[config.mk]
export PLATFORM = sky130hd
export DESIGN_NAME = mem_bus_arbiter_flat
export DESIGN_NICKNAME = d
export VERILOG_FILES = /design/src/rtl/mem_bus_arbiter_pkg.sv /design/src/rtl/mem_bus_arbiter_if.sv /design/src/rtl/mem_bus_arbiter_tag_table.sv /design/src/rtl/mem_bus_arbiter.sv /design/src/flat_wrapper.sv
export SDC_FILE = /design/constraint.sdc
export NUM_CORES = 1
export LEC_CHECK = 0
export BUFFER_PORTS_ARGS = -buffer_cell sky130_fd_sc_hd__buf_2
export CORE_AREA = 2 2 180 182
export DETAILED_ROUTE_END_ITERATION = 10
export DIE_AREA = 0 0 182 184
export PLACE_DENSITY_LB_ADDON = 0.08
export SYNTH_ARGS = -nofsm -noshare
export SYNTH_HDL_FRONTEND = slang
export SYNTH_HIERARCHICAL = 1
export SYNTH_SLANG_ARGS = --single-unit
[constraint.sdc]
create_clock -name clock -period 6 [get_ports clock]
set_input_delay 1.2 -clock clock [delete_from_list [all_inputs] [get_ports clock]]
set_output_delay 1.2 -clock clock [all_outputs]
set_load 0.02 [all_outputs]
[src/rtl/mem_bus_arbiter_pkg.sv]
// Shared system definitions for the memory-bus slice: bus command encoding,
// tag-space sizing and the owner-table entry type used by the arbiter.
package sys_defs;

  localparam int XLEN     = 32;
  localparam int NUM_TAGS = 16;
  localparam int TAG_W    = 4;
  localparam int CNT_W    = $clog2(NUM_TAGS) + 1;

  typedef enum logic [1:0] {
    BUS_NONE  = 2'b00,
    BUS_LOAD  = 2'b01,
    BUS_STORE = 2'b10
  } BUS_COMMAND;

  typedef enum logic {
    OWN_I = 1'b0,
    OWN_D = 1'b1
  } MEM_OWNER;

  typedef struct packed {
    logic     valid;
    MEM_OWNER owner;
  } MEM_TAG_ENTRY;

  // Tag 0 means "rejected" on responses and "nothing returning" on data.
  function automatic logic tag_is_live(input logic [TAG_W-1:0] tag);
    return tag != {TAG_W{1'b0}};
  endfunction

endpackage

[src/rtl/mem_bus_arbiter_if.sv]
// Bundle of the I-cache, D-cache and memory-side signals around the arbiter.
// slave: the arbiter's view. master: the caches + memory environment.
interface mem_bus_arbiter_if;
  import sys_defs::*;

  BUS_COMMAND             icache_command;
  logic [XLEN-1:0]        icache_addr;
  BUS_COMMAND             dcache_command;
  logic [XLEN-1:0]        dcache_addr;
  logic [63:0]            dcache_data;
  logic [TAG_W-1:0]       mem2proc_response;
  logic [63:0]            mem2proc_data;
  logic [TAG_W-1:0]       mem2proc_tag;

  BUS_COMMAND             proc2mem_command;
  logic [XLEN-1:0]        proc2mem_addr;
  logic [63:0]            proc2mem_data;
  logic                   icache_grant;
  logic                   dcache_grant;
  logic [TAG_W-1:0]       icache_response;
  logic [TAG_W-1:0]       dcache_response;
  logic [TAG_W-1:0]       icache_tag;
  logic [63:0]            icache_data;
  logic [TAG_W-1:0]       dcache_tag;
  logic [63:0]            dcache_data_out;
  logic [CNT_W-1:0]       outstanding_i;
  logic [CNT_W-1:0]       outstanding_d;
  logic                   tag_error;

  modport slave (
    input  icache_command, icache_addr, dcache_command, dcache_addr, dcache_data,
           mem2proc_response, mem2proc_data, mem2proc_tag,
    output proc2mem_command, proc2mem_addr, proc2mem_data, icache_grant, dcache_grant,
           icache_response, dcache_response, icache_tag, icache_data, dcache_tag,
           dcache_data_out, outstanding_i, outstanding_d, tag_error
  );

  modport master (
    output icache_command, icache_addr, dcache_command, dcache_addr, dcache_data,
           mem2proc_response, mem2proc_data, mem2proc_tag,
    input  proc2mem_command, proc2mem_addr, proc2mem_data, icache_grant, dcache_grant,
           icache_response, dcache_response, icache_tag, icache_data, dcache_tag,
           dcache_data_out, outstanding_i, outstanding_d, tag_error
  );

endinterface

[src/rtl/mem_bus_arbiter_tag_table.sv]
// Owner table for memory tags: remembers which cache issued each accepted load,
// answers "who owns the returning tag" combinationally, and latches a sticky
// error on returns to unowned tags or accepts onto tags still in flight.
module mem_tag_owner_table
  import sys_defs::*;
(
  input  logic              clock,
  input  logic              reset,
  input  logic              set_en,
  input  logic [TAG_W-1:0]  set_tag,
  input  MEM_OWNER          set_owner,
  input  logic [TAG_W-1:0]  ret_tag,
  output logic              ret_hit,
  output MEM_OWNER          ret_owner,
  output logic              tag_error
);

  MEM_TAG_ENTRY entries_r [NUM_TAGS];
  logic         tag_error_r;
  logic         ret_hit_s;
  logic         ret_miss_s;
  MEM_OWNER     ret_owner_s;
  logic         set_conflict_s;

  // Look up the returning tag and detect the two kinds of tag misuse.
  always_comb begin
    ret_hit_s      = 1'b0;
    ret_miss_s     = 1'b0;
    ret_owner_s    = OWN_I;
    set_conflict_s = 1'b0;
    if (tag_is_live(ret_tag)) begin
      if (entries_r[ret_tag].valid) begin
        ret_hit_s   = 1'b1;
        ret_owner_s = entries_r[ret_tag].owner;
      end else begin
        ret_miss_s  = 1'b1;
      end
    end else begin
      ret_hit_s  = 1'b0;
      ret_miss_s = 1'b0;
    end
    // A tag freed by this cycle's return may be reused immediately without error.
    if (set_en && entries_r[set_tag].valid && !(ret_hit_s && (ret_tag == set_tag))) begin
      set_conflict_s = 1'b1;
    end else begin
      set_conflict_s = 1'b0;
    end
  end

  // Table update: a set wins over a clear of the same entry (clear-then-set).
  always_ff @(posedge clock) begin
    if (reset) begin
      for (int i = 0; i < NUM_TAGS; i++) begin
        entries_r[i] <= '{valid: 1'b0, owner: OWN_I};
      end
    end else begin
      for (int i = 0; i < NUM_TAGS; i++) begin
        if (set_en && (set_tag == TAG_W'(i))) begin
          entries_r[i] <= '{valid: 1'b1, owner: set_owner};
        end else if (ret_hit_s && (ret_tag == TAG_W'(i))) begin
          entries_r[i].valid <= 1'b0;
        end else begin
          entries_r[i] <= entries_r[i];
        end
      end
    end
  end

  // Sticky error flag, cleared only by reset.
  always_ff @(posedge clock) begin
    if (reset) begin
      tag_error_r <= 1'b0;
    end else begin
      tag_error_r <= tag_error_r | ret_miss_s | set_conflict_s;
    end
  end

  assign ret_hit   = ret_hit_s;
  assign ret_owner = ret_owner_s;
  assign tag_error = tag_error_r;

endmodule

[src/rtl/mem_bus_arbiter.sv]
// Arbiter sharing the single memory port between I-cache and D-cache.
// D-cache normally wins; after MAX_DSTREAK consecutive D grants with I waiting,
// I is forced through. Load tags are tracked so returning data reaches its owner.
module mem_bus_arbiter
  import sys_defs::*;
#(
  parameter int MAX_DSTREAK = 4
) (
  input logic              clock,
  input logic              reset,
  mem_bus_arbiter_if.slave bus
);

  localparam int STREAK_W = $clog2(MAX_DSTREAK + 1);

  logic                i_req_s;
  logic                d_req_s;
  logic                grant_i_s;
  logic                grant_d_s;
  logic                accept_s;
  logic                load_accept_s;
  BUS_COMMAND          cmd_s;
  logic [STREAK_W-1:0] streak_r;
  logic [CNT_W-1:0]    out_i_r;
  logic [CNT_W-1:0]    out_d_r;
  logic                ret_hit_s;
  MEM_OWNER            ret_owner_s;
  logic                tag_error_s;
  logic                inc_i_s;
  logic                inc_d_s;
  logic                dec_i_s;
  logic                dec_d_s;

  assign i_req_s = (bus.icache_command != BUS_NONE);
  assign d_req_s = (bus.dcache_command != BUS_NONE);

  // Grant selection: D first unless I has waited through a full D streak.
  always_comb begin
    grant_i_s = 1'b0;
    grant_d_s = 1'b0;
    if (d_req_s && !(i_req_s && (streak_r == STREAK_W'(MAX_DSTREAK)))) begin
      grant_d_s = 1'b1;
    end else if (i_req_s) begin
      grant_i_s = 1'b1;
    end else begin
      grant_i_s = 1'b0;
      grant_d_s = 1'b0;
    end
  end

  // Drive the memory port and steer the accept tag back to the granted cache.
  always_comb begin
    cmd_s                = BUS_NONE;
    bus.proc2mem_addr    = {XLEN{1'b0}};
    bus.proc2mem_data    = 64'd0;
    bus.icache_response  = {TAG_W{1'b0}};
    bus.dcache_response  = {TAG_W{1'b0}};
    case ({grant_i_s, grant_d_s})
      2'b10: begin
        cmd_s               = bus.icache_command;
        bus.proc2mem_addr   = bus.icache_addr;
        bus.icache_response = bus.mem2proc_response;
      end
      2'b01: begin
        cmd_s               = bus.dcache_command;
        bus.proc2mem_addr   = bus.dcache_addr;
        bus.proc2mem_data   = bus.dcache_data;
        bus.dcache_response = bus.mem2proc_response;
      end
      default: begin
        cmd_s = BUS_NONE;
      end
    endcase
  end

  assign bus.proc2mem_command = cmd_s;
  assign bus.icache_grant     = grant_i_s;
  assign bus.dcache_grant     = grant_d_s;

  assign accept_s      = (grant_i_s | grant_d_s) & tag_is_live(bus.mem2proc_response);
  assign load_accept_s = accept_s & (cmd_s == BUS_LOAD);

  mem_tag_owner_table u_tag_table (
    .clock     (clock),
    .reset     (reset),
    .set_en    (load_accept_s),
    .set_tag   (bus.mem2proc_response),
    .set_owner (grant_d_s ? OWN_D : OWN_I),
    .ret_tag   (bus.mem2proc_tag),
    .ret_hit   (ret_hit_s),
    .ret_owner (ret_owner_s),
    .tag_error (tag_error_s)
  );

  // Route returning data to the recorded owner; unowned returns are dropped.
  always_comb begin
    bus.icache_tag      = {TAG_W{1'b0}};
    bus.icache_data     = 64'd0;
    bus.dcache_tag      = {TAG_W{1'b0}};
    bus.dcache_data_out = 64'd0;
    if (ret_hit_s && (ret_owner_s == OWN_I)) begin
      bus.icache_tag  = bus.mem2proc_tag;
      bus.icache_data = bus.mem2proc_data;
    end else if (ret_hit_s && (ret_owner_s == OWN_D)) begin
      bus.dcache_tag      = bus.mem2proc_tag;
      bus.dcache_data_out = bus.mem2proc_data;
    end else begin
      bus.icache_tag = {TAG_W{1'b0}};
    end
  end

  // D-streak counter: counts grants (not accepts) while I is kept waiting.
  always_ff @(posedge clock) begin
    if (reset) begin
      streak_r <= {STREAK_W{1'b0}};
    end else if (grant_i_s || !i_req_s) begin
      streak_r <= {STREAK_W{1'b0}};
    end else if (grant_d_s && (streak_r != STREAK_W'(MAX_DSTREAK))) begin
      streak_r <= streak_r + STREAK_W'(1);
    end else begin
      streak_r <= streak_r;
    end
  end

  assign inc_i_s = load_accept_s & grant_i_s;
  assign inc_d_s = load_accept_s & grant_d_s;
  assign dec_i_s = ret_hit_s & (ret_owner_s == OWN_I);
  assign dec_d_s = ret_hit_s & (ret_owner_s == OWN_D);

  // Outstanding-load counter for the I-cache; simultaneous +1/-1 cancels.
  always_ff @(posedge clock) begin
    if (reset) begin
      out_i_r <= {CNT_W{1'b0}};
    end else begin
      case ({inc_i_s, dec_i_s})
        2'b10:   out_i_r <= (out_i_r == {CNT_W{1'b1}}) ? out_i_r : out_i_r + CNT_W'(1);
        2'b01:   out_i_r <= (out_i_r == {CNT_W{1'b0}}) ? out_i_r : out_i_r - CNT_W'(1);
        default: out_i_r <= out_i_r;
      endcase
    end
  end

  // Outstanding-load counter for the D-cache; stores never count.
  always_ff @(posedge clock) begin
    if (reset) begin
      out_d_r <= {CNT_W{1'b0}};
    end else begin
      case ({inc_d_s, dec_d_s})
        2'b10:   out_d_r <= (out_d_r == {CNT_W{1'b1}}) ? out_d_r : out_d_r + CNT_W'(1);
        2'b01:   out_d_r <= (out_d_r == {CNT_W{1'b0}}) ? out_d_r : out_d_r - CNT_W'(1);
        default: out_d_r <= out_d_r;
      endcase
    end
  end

  assign bus.outstanding_i = out_i_r;
  assign bus.outstanding_d = out_d_r;
  assign bus.tag_error     = tag_error_s;

endmodule

[src/flat_wrapper.sv]
// flat-port wrapper written by rule: the top's interface ports become plain ports
module mem_bus_arbiter_flat import sys_defs::*;
#(
  parameter int MAX_DSTREAK = 4
)
  (clock, reset, bus_icache_command, bus_icache_addr, bus_dcache_command, bus_dcache_addr, bus_dcache_data, bus_mem2proc_response, bus_mem2proc_data, bus_mem2proc_tag, bus_proc2mem_command, bus_proc2mem_addr, bus_proc2mem_data, bus_icache_grant, bus_dcache_grant, bus_icache_response, bus_dcache_response, bus_icache_tag, bus_icache_data, bus_dcache_tag, bus_dcache_data_out, bus_outstanding_i, bus_outstanding_d, bus_tag_error);
  mem_bus_arbiter_if bus_i ();
  input logic clock;
  input logic reset;
  input wire logic [$bits(bus_i.icache_command)-1:0] bus_icache_command;
  input wire logic [$bits(bus_i.icache_addr)-1:0] bus_icache_addr;
  input wire logic [$bits(bus_i.dcache_command)-1:0] bus_dcache_command;
  input wire logic [$bits(bus_i.dcache_addr)-1:0] bus_dcache_addr;
  input wire logic [$bits(bus_i.dcache_data)-1:0] bus_dcache_data;
  input wire logic [$bits(bus_i.mem2proc_response)-1:0] bus_mem2proc_response;
  input wire logic [$bits(bus_i.mem2proc_data)-1:0] bus_mem2proc_data;
  input wire logic [$bits(bus_i.mem2proc_tag)-1:0] bus_mem2proc_tag;
  output wire logic [$bits(bus_i.proc2mem_command)-1:0] bus_proc2mem_command;
  output wire logic [$bits(bus_i.proc2mem_addr)-1:0] bus_proc2mem_addr;
  output wire logic [$bits(bus_i.proc2mem_data)-1:0] bus_proc2mem_data;
  output wire logic [$bits(bus_i.icache_grant)-1:0] bus_icache_grant;
  output wire logic [$bits(bus_i.dcache_grant)-1:0] bus_dcache_grant;
  output wire logic [$bits(bus_i.icache_response)-1:0] bus_icache_response;
  output wire logic [$bits(bus_i.dcache_response)-1:0] bus_dcache_response;
  output wire logic [$bits(bus_i.icache_tag)-1:0] bus_icache_tag;
  output wire logic [$bits(bus_i.icache_data)-1:0] bus_icache_data;
  output wire logic [$bits(bus_i.dcache_tag)-1:0] bus_dcache_tag;
  output wire logic [$bits(bus_i.dcache_data_out)-1:0] bus_dcache_data_out;
  output wire logic [$bits(bus_i.outstanding_i)-1:0] bus_outstanding_i;
  output wire logic [$bits(bus_i.outstanding_d)-1:0] bus_outstanding_d;
  output wire logic [$bits(bus_i.tag_error)-1:0] bus_tag_error;
  assign bus_i.icache_command = bus_icache_command;
  assign bus_i.icache_addr = bus_icache_addr;
  assign bus_i.dcache_command = bus_dcache_command;
  assign bus_i.dcache_addr = bus_dcache_addr;
  assign bus_i.dcache_data = bus_dcache_data;
  assign bus_i.mem2proc_response = bus_mem2proc_response;
  assign bus_i.mem2proc_data = bus_mem2proc_data;
  assign bus_i.mem2proc_tag = bus_mem2proc_tag;
  assign bus_proc2mem_command = bus_i.proc2mem_command;
  assign bus_proc2mem_addr = bus_i.proc2mem_addr;
  assign bus_proc2mem_data = bus_i.proc2mem_data;
  assign bus_icache_grant = bus_i.icache_grant;
  assign bus_dcache_grant = bus_i.dcache_grant;
  assign bus_icache_response = bus_i.icache_response;
  assign bus_dcache_response = bus_i.dcache_response;
  assign bus_icache_tag = bus_i.icache_tag;
  assign bus_icache_data = bus_i.icache_data;
  assign bus_dcache_tag = bus_i.dcache_tag;
  assign bus_dcache_data_out = bus_i.dcache_data_out;
  assign bus_outstanding_i = bus_i.outstanding_i;
  assign bus_outstanding_d = bus_i.outstanding_d;
  assign bus_tag_error = bus_i.tag_error;
  mem_bus_arbiter #(.MAX_DSTREAK(MAX_DSTREAK)) u_core (.clock(clock), .reset(reset), .bus(bus_i));
endmodule
==> results.sh <==
export IMPL_status="complete, no violations"
export IMPL_ant_nets=0
export IMPL_wirelength_met1_um=9791
export IMPL_multiInputGateArea_um2=3364
export IMPL_num_vias=6197
export IMPL_clock_sinks=46
export IMPL_grt_start_max_net_pins=70
export IMPL_worst_slack_ns=0.9870
export IMPL_via_per_inst=4.199
export IMPL_worstPathRequired_ns=4.80
export IMPL_grt_pass1_wl_um=39500
export IMPL_drc_errors=0
export IMPL_min_period_over_period_pct=83.55
export IMPL_grtUsageTotal_pct=15.88
export IMPL_initial_core_util_pct=15.53
export IMPL_area_growth_pct=58.26
export IMPL_yosysWarnings=6
export IMPL_die_area_um2=33490
export IMPL_overflow=0
export IMPL_holdBufCountCts=0
export IMPL_slew_viol_final=0
export IMPL_die_h_um=184
export IMPL_routedWlPerCell_um=19.03
export IMPL_die_w_um=182
export IMPL_synth_nets=862
export IMPL_ir_worst_vdd_mv=0.08812
export IMPL_clk_pin_slew_ns=0.07
export IMPL_synth_ff_type="edfxtp_1"
export IMPL_num_rows=65
export IMPL_tns_ns=0
export IMPL_worstPathCellList="buf_2 -> mux4_1 -> mux4_2 -> nor3b_2 -> nor2b_4 -> buf_4 -> and2_1 -> buf_2"
export IMPL_grt_setup_unrepaired="no"
export IMPL_ys_seq_area_share_pct=25.46
export IMPL_wl_met2_um=14670
export IMPL_wl_met3_um=2347
export IMPL_clockBufferDepth=2
export IMPL_path_common_cell="buf_2"
export IMPL_syn_avg_cell_area_um2=7.569
export IMPL_numCtsBuffers=5
export IMPL_synth_edf_count=32
export IMPL_cts_setup_buffers=0
export IMPL_setup_violations=0
export IMPL_hpwl_um=23520
export IMPL_cp_max_fo=21
export IMPL_firstDrtPassIters=4
export IMPL_yosysUniqueCellTypes=64
export IMPL_register_area_um2=1241
export IMPL_gp_congestion=0.8316
export IMPL_cp_top_family="multiplexers"
export IMPL_start_kind="input pin"
export IMPL_netlist_instances=644
export IMPL_final_cells=1476
export IMPL_finalClockSkew_ns=0.008607
export IMPL_cpMaxStageDelayCell="mux4_1"
export IMPL_synth_area_leaders="edfxtp_1 20%, and2_1 17%, and3_1 9.5%, nand2_1 7.8%, dfxtp_1 5.7%"
export IMPL_nets=1286
export IMPL_htree_levels=2
export IMPL_cp_arrival_ns=3.81
export IMPL_synth_cell_area_um2=4875
export IMPL_wirelength_um=28090
export IMPL_fin_crit_ns=5.013
export IMPL_path_buf_inv=3
export IMPL_grt_pass1_vias=6151
export IMPL_antenna_found_initial=8
export IMPL_crit_path_max_incr_delay_ns=0.61
export IMPL_synth_seq_cells=46
export IMPL_dp_slack_ns=0.9046
export IMPL_power_density_nw_per_um2=172.2
export IMPL_numPortBuffers=460
export IMPL_drive_gt1_share_pct=47.43
export IMPL_synth_area_leader_cell="edfxtp_1"
export IMPL_slew_headroom_pct=27.19
export IMPL_min_path_type="reg -> reg"
export IMPL_fillers=3616
export IMPL_cts_tree="built"
export IMPL_io_pins=461
export IMPL_final_hold_violation_count=0
export IMPL_worstMarginPinSlew_ns=1.088
export IMPL_drv_cap=0
export IMPL_cts_root_buf="clkbuf_16"
export IMPL_critical_path_class="in -> out"
export IMPL_dpl_cell_count=1463
export IMPL_topRoutingLayerUsed="met5"
export IMPL_clock_fmax_mhz=199.5
export IMPL_drtIter0Drc=193
export IMPL_p_leak_uw=0.004371
export IMPL_postSynth_asyncResetShare_pct=0
export IMPL_cts_resized_gates=0
export IMPL_end_kind="output pin"
export IMPL_clk_latency_ns=0.29
export IMPL_core_area_um2=31390
export IMPL_synth_top_area_share_pct=19.71
-- report_power, final --
group / internal [uW] / switching, uW / leakage, uW
Combinational: 248 / 418 / 0.00387
Clock: 153 / 126 / 0.0000683
Sequential: 364 / 20.0 / 0.000433
-- logic make-up after synthesis --
kind of cell               synth area share, %
AOI/OAI and AO/OA                        8.830
adders and majority gates                3.388
DFF                                      25.46
xor gates and xnor gates                 1.617
muxes                                    6.828
and+or+nand+nor                          47.72
buffers and inverters                    6.160
-- cell usage after synthesis (all sizes together) (2+ instances only) --
| library cell | n |
|---|---|
| clkbuf | 44 |
| or2 | 6 |
| nor3 | 2 |
| and3b | 2 |
| nor2 | 46 |
| buf | 9 |
| a31oi | 2 |
| a21oi | 9 |
| mux2 | 2 |
| and3 | 75 |
| o21a | 2 |
| mux4 | 13 |
| ha | 10 |
| nor2b | 6 |
| nand3b | 2 |
| nand2b | 2 |
| o21ai | 6 |
| nor4 | 5 |
| xnor2 | 5 |
| a21o | 3 |
| nor3b | 3 |
| or4 | 2 |
| nand4 | 2 |
| inv | 21 |
| nand3 | 38 |
| o21bai | 3 |
| o211ai | 12 |
| edfxtp | 32 |
| fa | 2 |
| nand2 | 101 |
| and2 | 136 |
| xor2 | 4 |
| o41ai | 2 |
| a211oi | 5 |
| and2b | 2 |
| dfxtp | 14 |
| o31a | 3 |
-- worst reg2reg max path, cell delays in order, from the launching register on --
cell and delay, ns:
dfxtp_1 0.33, inv_1 0.06, ha_1 0.22, o211ai_2 0.18, o21ai_4 0.43, inv_2 0.47, nor2_1 0.31, nand2_1 0.13
ha_1 0.29, ha_1 0.33, nor2b_1 0.14, o21ai_0 0.20, a21oi_1 0.10, and3b_1 0.22, mux2_2 0.32
-- through the flow --
step           cell area, um^2  hold WS [ns]  utilization (%)  power [uW]
2_1_floorplan             4875        0.4173                -       782.3
3_3_place_gp              7565        0.4334            24.10        1076
3_5_place_dp              7565        0.4397            24.10        1069
4_1_cts                   7702        0.4541            24.54        1356
5_1_grt                   7710        0.4920            24.56        1417
6_report                  7715        0.4513            24.58        1328
-- metal layers --
| layer | global-route usage (%) | vias up |
|---|---|---|
| met1 | 15.43 | 2777 |
| met5 | 0 | - |
| met2 | 30.64 | 326 |
| met4 | 7.742 | 4 |
| li1 | - | 3050 |
| met3 | 4.576 | 40 |
-- flip-flops by register name, indices dropped and copies added (netlist names) --
register,cells
u_core/u_tag_table/entries_r,32
u_core/bus.outstanding_d,5
u_core/streak_r,3
u_core/u_tag_table/tag_error,1
u_core/bus.outstanding_i,5
-- path summary, 6_finish.rpt --
kind	from	endpoint	slack, ns	depth (start not counted)
worst max-delay path	bus_mem2proc_tag[0]	bus_icache_tag[1]	0.99	8
worst min-delay path	u_core/streak_r[0]	u_core/streak_r[0]	0.45	1
worst max register to register	u_core/streak_r[0]	u_core/bus.outstanding_i[4]	2.16	14
worst min register to register	u_core/streak_r[0]	u_core/streak_r[0]	0.45	1
-- layout by cell type, fill, tap and decap left out, types with 9 or more instances in the layout --
master	n
inv_1	20
edfxtp_1	32
a21oi_1	9
and3_1	74
o211ai_1	11
mux4_2	11
nor2_1	45
buf_2	460
ha_1	10
nand3_1	37
and2_1	135
buf_4	10
dfxtp_1	14
nand2_1	101
-- layout make-up --
| cell class | count | area share (%) |
|---|---|---|
| diodes | 5 | 0.1622 |
| clock buffers | 6 | 1.670 |
| clock inverters | 2 | 0.1135 |
| inverters | 21 | 1.022 |
| multi-input cells | 524 | 43.61 |
| flip-flops and latches | 46 | 16.09 |
| well taps | 402 | 6.520 |
| repair buffers | 470 | 30.81 |
(Power assumes the default switching activity.)
